`src/rtl/fresh_mask_gen.sv`:
```
// fresh_mask_gen: fresh randomness for the masked GF(4) multiplier pair of the
// two-share S-box datapath. A seeded 32-bit LFSR (x^32+x^22+x^2+x+1) advances
// 8 steps per update. Each generated byte supplies one 4-bit mask word per
// S-box instance: low nibble to S-box A, high nibble to S-box B.
//
// Optional repetition health test: compile with `define FRESH_MASK_HEALTH_EN.
// Without it, rng_alarm is tied low and no health logic is built.
//
// Handshakes (valid/ready):
//   - A seed transfers on a rising clk edge where seed_valid & seed_ready.
//     seed_ready is high only in IDLE or RUN and never while rst_n is low.
//   - A mask word transfers on a rising clk edge where rnd_valid & rnd_req.
//     While rnd_valid is high and rnd_req is low, the words are held stable.
//     rnd_req only affects registered state; it has no combinational path to
//     any output.
//
// The FSM state is the internal signal `state` (ST_IDLE, ST_WARMUP, ST_RUN),
// readable hierarchically by checkers.

module fresh_mask_gen #(
  parameter int unsigned WARMUP_CYCLES    = 8,
  parameter int unsigned RESEED_INTERVAL  = 1024,
  parameter int unsigned HEALTH_REP_LIMIT = 4
) (
  input  logic        clk,
  input  logic        rst_n,
  input  logic [31:0] seed,
  input  logic        seed_valid,
  output logic        seed_ready,
  output logic [3:0]  ra3ra2ra1ra0,
  output logic [3:0]  rb3rb2rb1rb0,
  output logic        rnd_valid,
  input  logic        rnd_req,
  output logic        reseed_req,
  output logic        rng_alarm
);

  // Catch out-of-range parameters at elaboration.
  if (RESEED_INTERVAL < 1 || RESEED_INTERVAL > 65535 ||
      HEALTH_REP_LIMIT < 1 || WARMUP_CYCLES > 65536) begin : g_bad_params
    $error("fresh_mask_gen: parameter out of range");
  end

  // Index of the final warm-up update. This value is only used when
  // WARMUP_CYCLES is non-zero; a zero setting skips the WARMUP state.
  localparam logic [15:0] WARM_LAST =
    (WARMUP_CYCLES > 0) ? 16'(WARMUP_CYCLES - 1) : 16'd0;
  localparam bit          NO_WARMUP    = (WARMUP_CYCLES == 0);
  localparam logic [15:0] RESEED_LIMIT = 16'(RESEED_INTERVAL);

  typedef enum logic [1:0] {
    ST_IDLE   = 2'd0,
    ST_WARMUP = 2'd1,
    ST_RUN    = 2'd2
  } state_t;

  state_t      state;
  state_t      state_nxt;
  logic [31:0] lfsr;
  logic [31:0] lfsr_next;
  logic [31:0] seed_eff;
  logic        seed_fire;
  logic        consume;
  logic        gen;
  logic        trip;
  logic [15:0] warm_cnt;
  logic [15:0] word_base;
  logic [15:0] word_cnt;
  logic [15:0] word_cnt_nxt;

  // One update: eight single-bit LFSR steps. Afterwards, the new bits sit in [7:0].
  function automatic logic [31:0] lfsr_update(input logic [31:0] s_in);
    logic [31:0] s;
    s = s_in;
    for (int i = 0; i < 8; i++) begin
      s = {s[30:0], s[31] ^ s[21] ^ s[1] ^ s[0]};
    end
    return s;
  endfunction

  // Handshake decode and next-update value.
  always_comb begin
    seed_ready = rst_n && (state == ST_IDLE || state == ST_RUN);
    seed_fire  = seed_valid && seed_ready;
    consume    = rnd_valid && rnd_req;
    // The all-zero state would lock up the LFSR, so a zero seed becomes 1.
    seed_eff   = (seed == 32'h0) ? 32'h0000_0001 : seed;
    lfsr_next  = lfsr_update(lfsr);
    // A seed load wins over generation in the same cycle.
    gen        = (state == ST_RUN) && (!rnd_valid || rnd_req) && !seed_fire;
  end

  // FSM next state.
  always_comb begin
    state_nxt = state;
    case (state)
      ST_IDLE: begin
        if (seed_fire) state_nxt = NO_WARMUP ? ST_RUN : ST_WARMUP;
      end
      ST_WARMUP: begin
        if (warm_cnt == WARM_LAST) state_nxt = ST_RUN;
      end
      ST_RUN: begin
        if (seed_fire)  state_nxt = NO_WARMUP ? ST_RUN : ST_WARMUP;
        else if (trip)  state_nxt = ST_IDLE;
      end
      default: state_nxt = ST_IDLE;
    endcase
  end

  // FSM state register.
  always_ff @(posedge clk or negedge rst_n) begin
    if (!rst_n) state <= ST_IDLE;
    else        state <= state_nxt;
  end

  // Warm-up update counter, restarted on every seed load.
  always_ff @(posedge clk or negedge rst_n) begin
    if (!rst_n)                  warm_cnt <= 16'd0;
    else if (seed_fire)          warm_cnt <= 16'd0;
    else if (state == ST_WARMUP) warm_cnt <= warm_cnt + 16'd1;
  end

  // LFSR: a seed load replaces the state; warm-up and generation advance it.
  always_ff @(posedge clk or negedge rst_n) begin
    if (!rst_n)                          lfsr <= 32'h0;
    else if (seed_fire)                  lfsr <= seed_eff;
    else if (state == ST_WARMUP || gen)  lfsr <= lfsr_next;
  end

  // Registered mask words and valid flag.
  always_ff @(posedge clk or negedge rst_n) begin
    if (!rst_n) begin
      ra3ra2ra1ra0 <= 4'h0;
      rb3rb2rb1rb0 <= 4'h0;
      rnd_valid    <= 1'b0;
    end else if (seed_fire) begin
      rnd_valid <= 1'b0;
    end else if (gen) begin
      ra3ra2ra1ra0 <= lfsr_next[3:0];
      rb3rb2rb1rb0 <= lfsr_next[7:4];
      rnd_valid    <= !trip;
    end
  end

  // Accepted-word count. A seed load restarts the count, but a word taken in
  // the same cycle as the load is still counted against the new seed.
  always_comb begin
    word_base    = seed_fire ? 16'd0 : word_cnt;
    word_cnt_nxt = word_base;
    if (consume && word_base < RESEED_LIMIT) word_cnt_nxt = word_base + 16'd1;
  end

  // Counter and reseed request registers (saturating at RESEED_LIMIT).
  always_ff @(posedge clk or negedge rst_n) begin
    if (!rst_n) begin
      word_cnt   <= 16'd0;
      reseed_req <= 1'b0;
    end else begin
      word_cnt   <= word_cnt_nxt;
      reseed_req <= (word_cnt_nxt >= RESEED_LIMIT);
    end
  end

`ifdef FRESH_MASK_HEALTH_EN
  localparam logic [15:0] REP_LIMIT = 16'(HEALTH_REP_LIMIT);

  logic [7:0]  last_word;
  logic [15:0] rep_cnt;
  logic [15:0] rep_nxt;
  logic        alarm_q;

  // Run length of identical generated words; zero means no word since seed.
  always_comb begin
    rep_nxt = rep_cnt;
    trip    = 1'b0;
    if (gen) begin
      if (rep_cnt != 16'd0 && lfsr_next[7:0] == last_word) begin
        if (rep_cnt != 16'hFFFF) rep_nxt = rep_cnt + 16'd1;
      end else begin
        rep_nxt = 16'd1;
      end
      trip = (rep_nxt >= REP_LIMIT);
    end
  end

  // Health state: last word, run length and the sticky alarm.
  always_ff @(posedge clk or negedge rst_n) begin
    if (!rst_n) begin
      last_word <= 8'h0;
      rep_cnt   <= 16'd0;
      alarm_q   <= 1'b0;
    end else if (seed_fire) begin
      last_word <= 8'h0;
      rep_cnt   <= 16'd0;
      alarm_q   <= 1'b0;
    end else if (gen) begin
      last_word <= lfsr_next[7:0];
      rep_cnt   <= rep_nxt;
      if (trip) alarm_q <= 1'b1;
    end
  end

  assign rng_alarm = alarm_q;
`else
  assign trip      = 1'b0;
  assign rng_alarm = 1'b0;
`endif

endmodule

```
`config.mk`:
```
export PLATFORM = sky130hd
export DESIGN_NAME = fresh_mask_gen
export DESIGN_NICKNAME = d
export VERILOG_FILES = /design/src/rtl/fresh_mask_gen.sv
export SDC_FILE = /design/constraint.sdc
export NUM_CORES = 1
export LEC_CHECK = 0
export ABC_AREA = 1
export BUFFER_PORTS_ARGS = -buffer_cell sky130_fd_sc_hd__buf_2
export CORE_ASPECT_RATIO = 1.25
export CORE_MARGIN = 10
export CORE_UTILIZATION = 55
export CTS_BUF_LIST = sky130_fd_sc_hd__clkbuf_8
export DETAILED_ROUTE_END_ITERATION = 12
export PLACE_DENSITY = 0.84
export SLEW_MARGIN = 30
export SYNTH_ARGS = -nofsm -noshare
export SYNTH_HDL_FRONTEND = slang
export SYNTH_SLANG_ARGS = --single-unit
export TNS_END_PERCENT = 10
```
`constraint.sdc`:
```
create_clock -name clk -period 2.1 [get_ports clk]
set_input_delay 0.525 -clock clk [delete_from_list [all_inputs] [get_ports clk]]
set_output_delay 0.525 -clock clk [all_outputs]
set_load 0.01 [all_outputs]
```
==> summary by stage, run 1 <==
Placed design
Once detailed placement completed, the half-perimeter wirelength came to 7040 um. The number of port buffers is 46. The post-placement cell area is 4480 um^2. The routability congestion estimate is 0.862.

Die
Measured along the x axis, the die boundary spans 96.5 um. Once the floorplan was initialized, standard cells occupied 56.9% of the core. The number of core rows is 34.

The die footprint is 11200 um^2. In this run the vertical extent of the chip is 116 um. The core footprint is 7060 um^2. 48 I/O pins were placed.

Finish
The diode insertion count for antenna repair is 0. Cells with a size suffix above 1 make up 27.8% of the layout. The area growth from synthesis to layout is 21.0%. In the final design database the tool counted 590 nets. The fill cell instance count of the final layout is 528.

The final cell area excluding filler cells is 4870 um^2.

Logic synthesis
Sequential elements use 47.3% of the synthesized area. The async set-reset flop share out of synthesis is 100%. During synthesis, Yosys emitted a total of 0 warnings. The number of nets produced by synthesis is 523. In this run the mean area of a mapped cell was 8.29 um^2. The largest area contributor in the synthesized netlist is dfrtp_1. Ranked by total cell area, the synthesized netlist is headed by dfrtp_1, nand2_1, a31oi_1, inv_1, nor2_1. In this run, synthesis produced a sequential element count of 76. The count of unique library cells instantiated by Yosys is 37. The commonest cells after synthesis are nand2_1, dfrtp_1, inv_1. Counting every instance in the synthesized netlist gives 485.

The number of flops mapped to enable cells by yosys is 0. Among all cell types in the netlist, the one instantiated most often is nand2_1. The share of synthesized area in the top cell type comes to a little under half. Among all flip-flop cells after synthesis, the most frequent one is dfrtp_1. The cell area that synthesis handed to floorplanning was 4020 um^2.

Global route
The number of antenna violations at the first check in global routing is 0. Summed over all layers, the global routing overflow is 0. The wire length of the first global-routing pass is 16000 um. The via count of the first global-routing pass is 3547. The pin count of the biggest net entering global routing is 77. The overall routing resource usage is between 10% and 20%.

Detailed routing
The routed wire length per instance is approximately 16 um. The number of optimization iterations in the first detailed-route pass is 5. For this run, design rule violations remaining after detail routing come to 0. The detailed router placed 3597 vias in this run. For this block, the initial DRC count from the detailed router was 304. The count of antenna-violating nets left after detailed routing is 0. Dividing the detail-routed via count by the number of cells gives 5.56. Wires add up to between 10000 and 15000 um.

Worst setup path
The critical path data required time is 2340 ps. The startpoint type of the worst setup path is a flop. The setup path with the least slack is of type reg2reg. The critical path data arrival time is 2320 ps.

STA classifies the critical path endpoint as a flop. The highest net fanout along the worst path is 4.

Power and ir drop
In this run the power density over the cells is 1770 nW/um^2. Combinational logic burns 58.6% of the power. IR analysis of the VDD net gives a maximum drop of 1120 uV. The net switching power is ~4100 uW.

Internal power comes to between 4000 and 5000 uW. The switching power as a share of total power is 47.9%. The share of total power in the clock network is 14.3%.

The leakage power of the design is about 0.0024 uW. Per report_power, the sequential group accounts for 27.2% of the total.

Timing
Setup repair after global routing could not meet its margin everywhere. The post-route minimum period is 2070 ps. The relative slew slack is a little over half. Dividing the final minimum period by the clock period gives 98.8%.

Static timing analysis puts the maximum clock frequency at 482 MHz. The transition at the pin with the smallest max-transition slack is 686 ps. The number of pins with negative max-slew slack in the final report came to 0. The smallest hold slack is 301 ps. The final hold violation count came to 0. The final setup violation count is 0. The worst clock skew is around 11 ps.

Clock network
After clock tree synthesis, the clock-pin slew on the worst setup and hold paths is 80 ps. The number of H-tree levels is 3. The number of hold buffers added after CTS was 0.

The root buffer selected by CTS is clkbuf_8. The clock buffer count from CTS is 9. The clock passes through at most 2 buffers. TritonCTS built the clock tree.

The clock reaches the later pin of the worst-skew pair after 340 ps. The total clock sinks is 76.

Run status
The flow ran to the end, and the final reports show no timing, DRC or antenna violations.

Min path
The path class of the lowest-slack min-delay path is in2async.

Job
The max-cap check violation count is 0.
## path summary, 6_finish.rpt
kind | cells past startpoint | endpoint | start | slack [ps]
max in group asynchronous | 2 | state[0]$_DFFE_PN0P_ | rst_n | 1310
hold reg to reg | 2 | word_cnt[12]$_DFF_PN0_ | word_cnt[12]$_DFF_PN0_ | 470
min in group clk | 3 | lfsr[14]$_DFFE_PN0P_ | seed[14] | 440
hold / removal | 2 | warm_cnt[2]$_DFFE_PN0P_ | rst_n | 300
setup / recovery | 18 | lfsr[0]$_DFFE_PN0P_ | lfsr[31]$_DFFE_PN0P_ | 30
setup reg to reg | 18 | lfsr[0]$_DFFE_PN0P_ | lfsr[31]$_DFFE_PN0P_ | 30
## stage by stage
step           utilization (%)  setup TNS (ps)  total power (uW)  std cells  setup slack, ps
3_5_place_dp              63.5            -110              6640        624            -46.1
2_1_floorplan                -               0              5510        485              219
3_3_place_gp              63.5               0              6450        624             66.1
4_1_cts                   66.5               0              7900        640             50.3
5_1_grt                   68.9            -201              9200        647            -89.9
6_report                  68.9               0              8620        647             26.1
## cell type report
class                   count  area [um^2]  area share (%)
clock buffers              10          138            2.83
clock inverters             6         78.8            1.62
inverters                  54          205            4.22
multi-input cells         337         1950            40.0
flip-flops and latches     76         1900            39.1
well taps                  90          113            2.31
repair buffers             74          482            9.90
## flip-flops by register name, summed over array words and instances (netlist names)
name	count
lfsr	32
ra3ra2ra1ra0	4
rb3rb2rb1rb0	4
reseed_req	1
rnd_valid	1
state	2
warm_cnt	16
word_cnt	16
## power by group through the flow
stage                     registers (uW)  logic (uW)  clock network (uW)
final                               2340        5050                1230
after global routing                2400        5500                1300
after detailed placement            2350        4290                   0
after CTS                           2330        4330                1240
after floorplan                     2290        3210                   0
after global placement              2340        4110                   0
## routing by layer
layer / up-vias / wire [um] / GRT usage [%]
met4: 0 / 184 / 6.60
li1: 1727 / - / -
met1: 1739 / 4140 / 21.1
met5: - / 0 / 0
met3: 18 / 607 / 3.82
met2: 113 / 5190 / 30.1
## layout by cell type (no fill, tap or decap), drive strengths merged, types with 5 or more instances in the layout
master / count
nand4: 10
a31oi: 31
clkbuf: 10
nor4: 10
nor3: 5
inv: 55
xor2: 8
nand3: 38
a21oi: 9
nor2: 49
buf: 74
o21ai: 22
dfrtp: 76
xnor2: 7
nand2: 137
## worst max-delay path, cell delays in order, from the launching register on
cell and delay (ps):
dfrtp_1 430, inv_2 80, nand2_4 60, nand2_2 70
nand2_4 70, nand2_4 70, nand2_2 80, nand3_4 120
nand2_4 80, nand2_2 90, nand2_4 90, inv_2 110
nand3_2 100, nand3_1 110, nand3_1 120, nand2_2 110
nand2_1 60, nand2_1 70, nand2_1 50
## cell families after synthesis
| logic type | count (synthesis) | synth area share [%] |
|---|---|---|
| AO/OA/AOI/OAI | 68 | 9.86 |
| XOR/XNOR | 15 | 3.45 |
| adder cells (fa/ha/maj) | 2 | 0.622 |
| buffers and inverters | 72 | 7.09 |
| flip-flops | 76 | 47.3 |
| other | 1 | 0.0933 |
| AND/OR/NAND/NOR | 251 | 31.6 |
## timing repair
| item | in CTS | in global routing |
|---|---|---|
| buffers inserted | 0 | 7 |
| endpoints found under the setup margin | 0 | 10 |
| gates resized for setup | 0 | 26 |
(Power assumes the default switching activity.)
==> run 2: changes to the inputs <==
--- a/config.mk
+++ b/config.mk
@@ -10,11 +10,10 @@
 export CORE_ASPECT_RATIO = 1.25
 export CORE_MARGIN = 10
 export CORE_UTILIZATION = 55
-export CTS_BUF_LIST = sky130_fd_sc_hd__clkbuf_8
 export DETAILED_ROUTE_END_ITERATION = 12
 export PLACE_DENSITY = 0.84
 export SLEW_MARGIN = 30
 export SYNTH_ARGS = -nofsm -noshare
 export SYNTH_HDL_FRONTEND = slang
 export SYNTH_SLANG_ARGS = --single-unit
-export TNS_END_PERCENT = 10
+export TNS_END_PERCENT = 5
==> summary by stage, run 2 (synthesized netlist as in run 1, its figures left out) <==
Finish
The number of flip-flops in the largest register was 32 (unchanged). The register with the most flip-flops in the final layout is lfsr. Leaving out fill and tap cells, the most frequent cells in the layout are nand2_1, dfrtp_1, inv_1, buf_2, nor2_1. The library cell used most frequently in the layout, excluding fill and tap cells, is nand2_1.

The layout-stage area growth over the synthesis result is 21.0% (unchanged). The number of nets in the layout is 590 (unchanged). The layout cell share with drive strength beyond 1 came to 27.8% (unchanged). The diode insertion count for antenna repair is 0 (unchanged).

In the final layout, the registers with the most flip-flops are lfsr: 32 flops, warm_cnt: 16 flops, word_cnt: 16 flops.

Timing
The transition at the pin with the smallest max-transition slack is 687 ps (+0.854 ps). The final hold violation count is 0 (unchanged). The relative slew slack is 54.2% (-0.057 points). The portion of the clock cycle consumed by the worst path in the final layout came to 98.8% (about the same). The setup total negative slack is 0 ps (unchanged).

The final setup violation count was 0 (unchanged). The post-route minimum period came to 2070 ps (+0.760 ps). The fmax came to 482 MHz (about the same).

The number of pins with negative max-slew slack in the final report is 0 (unchanged). The worst clock skew is 12.3 ps (+0.989 ps). Setup repair after global routing could not meet its margin everywhere.

Placed design
The routability congestion estimate is 0.862 (unchanged). The number of port buffers is 46 (unchanged). The estimated wirelength of the detail-placed design is 7040 um (unchanged).

Die
The core footprint is 7060 um^2 (unchanged). The y dimension of the die is 116 um (unchanged). The width of the chip was 96.5 um (unchanged). The initial cell density of the core is 56.9% (unchanged).

The number of primary I/O pins came to 48 (unchanged). The number of core rows is 34 (unchanged). The die footprint is 11200 um^2 (unchanged).

Clock network
The clock tree from TritonCTS is done. The number of buffers between clock root and the deepest sink is 2 (unchanged). The number of H-tree levels was 3 (unchanged). The clock latency at the later pin of the worst-skew pair was 340 ps (about the same).

The clock buffer count from CTS is 9 (unchanged). The number of hold-repair buffers added at the cts stage is 0 (unchanged). The clock transition time at the flip-flop clock pins of the worst setup and hold paths is 80 ps (about the same). The total clock sinks is 76 (unchanged). Clock tree synthesis selected as its root buffer the cell clkbuf_8.

Power and ir drop
The sum of internal, switching and leakage power is 8620 uW (about the same). The leakage power of the design came to 0.00242 uW (-0.17%). The maximum vdd drop is 1120 uV (about the same). The power density over the cells is 1770 nW/um^2 (about the same).

Job
The max-cap check violation count was 0 (unchanged).

Worst setup path
The signal on the critical path passes through xnor2_2 > inv_1 > nand3_4 > nand2_4 > nand2_2 > nand2_4 > inv_2 > nand3_2 > nand3_1 > nand3_1 > nand2_2 > nand2_1 > nand2_1 > nand2_1. The largest incremental delay on the critical path is 420 ps (about the same). The startpoint type of the worst setup path is a flop. Counting stages on the worst path, the most repeated cell is nand2_1. The buffers plus inverters on the worst setup path is 2 (unchanged). The critical path data required time is 2340 ps (about the same). Grouping stages by cell kind, the critical path spends the most delay in simple AND/OR/NAND/NOR gates. The critical path data arrival time is 2320 ps (about the same).

The highest net fanout along the worst path came to 4 (unchanged). The critical path start-end classification is reg2reg. The worst setup slack for register-to-register paths was 30 ps (about the same). The kind of end point of the critical path is a flop.

The slowest stage cell on the critical path is dfrtp_1.

Detailed routing
The count of antenna-violating nets left after detailed routing was 0 (unchanged). The total via count in the routed design came to 3609 (+0.33%). The final routed wirelength across all metal layers is 10100 um (about the same).

The iteration-0 DRC count of the detailed router is 304 (unchanged). The number of optimization iterations in the first detailed-route pass is 5 (unchanged). The routed wire length per instance is 15.7 um (about the same). The via count normalized by instance count is 5.58 (+0.33%). The post-route DRC violation count is 0 (unchanged).

Global route
The overflow left after global routing is 0 (unchanged). The via count of the first global-routing pass is 3547 (unchanged). The overall routing resource usage is 17.7% (unchanged).

The number of antenna violations at the first check in global routing was 0 (unchanged). The wire length of the first global-routing pass is 16000 um (unchanged). The pin count of the biggest net entering global routing is 77 (unchanged).

Min path
The worst hold path belongs to the class in2async.

Run status
The run finished with clean final reports.
[run 2: changes by cell type in the layout (fill, tap and decap cells not counted)]
cell | before | now
inv_1 | 47 | 46
clkbuf_1 | 0 | 1
[run 2: layout make-up]
cell class | instances | area, um^2
timing repair buffer | 74 | 482
sequential | 76 | 1900
multi-input combinational | 337 | 1950
fill | 528 | 2190
tap | 90 | 113
inverter | 54 | 205
clock inverter | 5 | 75.1
clock buffer | 11 | 141
[run 2: path summary, 6_finish.rpt]
path | depth (start not counted) | start | end
min in group clk | 3 | seed[14] | lfsr[14]$_DFFE_PN0P_
max in group asynchronous | 2 | rst_n | state[0]$_DFFE_PN0P_
setup / recovery | 14 | lfsr[29]$_DFFE_PN0P_ | lfsr[0]$_DFFE_PN0P_
hold / removal | 2 | rst_n | warm_cnt[2]$_DFFE_PN0P_
hold reg to reg | 2 | word_cnt[12]$_DFF_PN0_ | word_cnt[12]$_DFF_PN0_
setup reg to reg | 14 | lfsr[29]$_DFFE_PN0P_ | lfsr[0]$_DFFE_PN0P_
[run 2: stage by stage]
stage	utilization [%]	cell area, um^2	hold slack [ps]	worst slack, ps	cells
after floorplan	-	4020	229	219	485
after global placement	63.5	4480	443	66.1	624
after detailed placement	63.5	4480	460	-46.1	624
after CTS	66.5	4700	430	50.3	640
after global routing	68.9	4870	352	-89.9	647
final	68.9	4870	301	25.3	647
[run 2: what timing repair did]
item / in CTS / in global routing
gates resized for setup: 0 / 26
buffers inserted: 0 / 7
endpoints found under the setup margin: 0 / 10
[run 2: per-layer routing]
layer	part of all wire (%)	GRT usage (%)
met3	6.5	3.82
met1	40	21.1
met5	0	0
met4	1.8	6.60
met2	51	30.1
[run 2: power by group]
group,internal (uW),total (uW),switching [uW]
clock network,697,1240,541
registers,1960,2340,376
logic,1840,5050,3210
total,4500,8620,4130
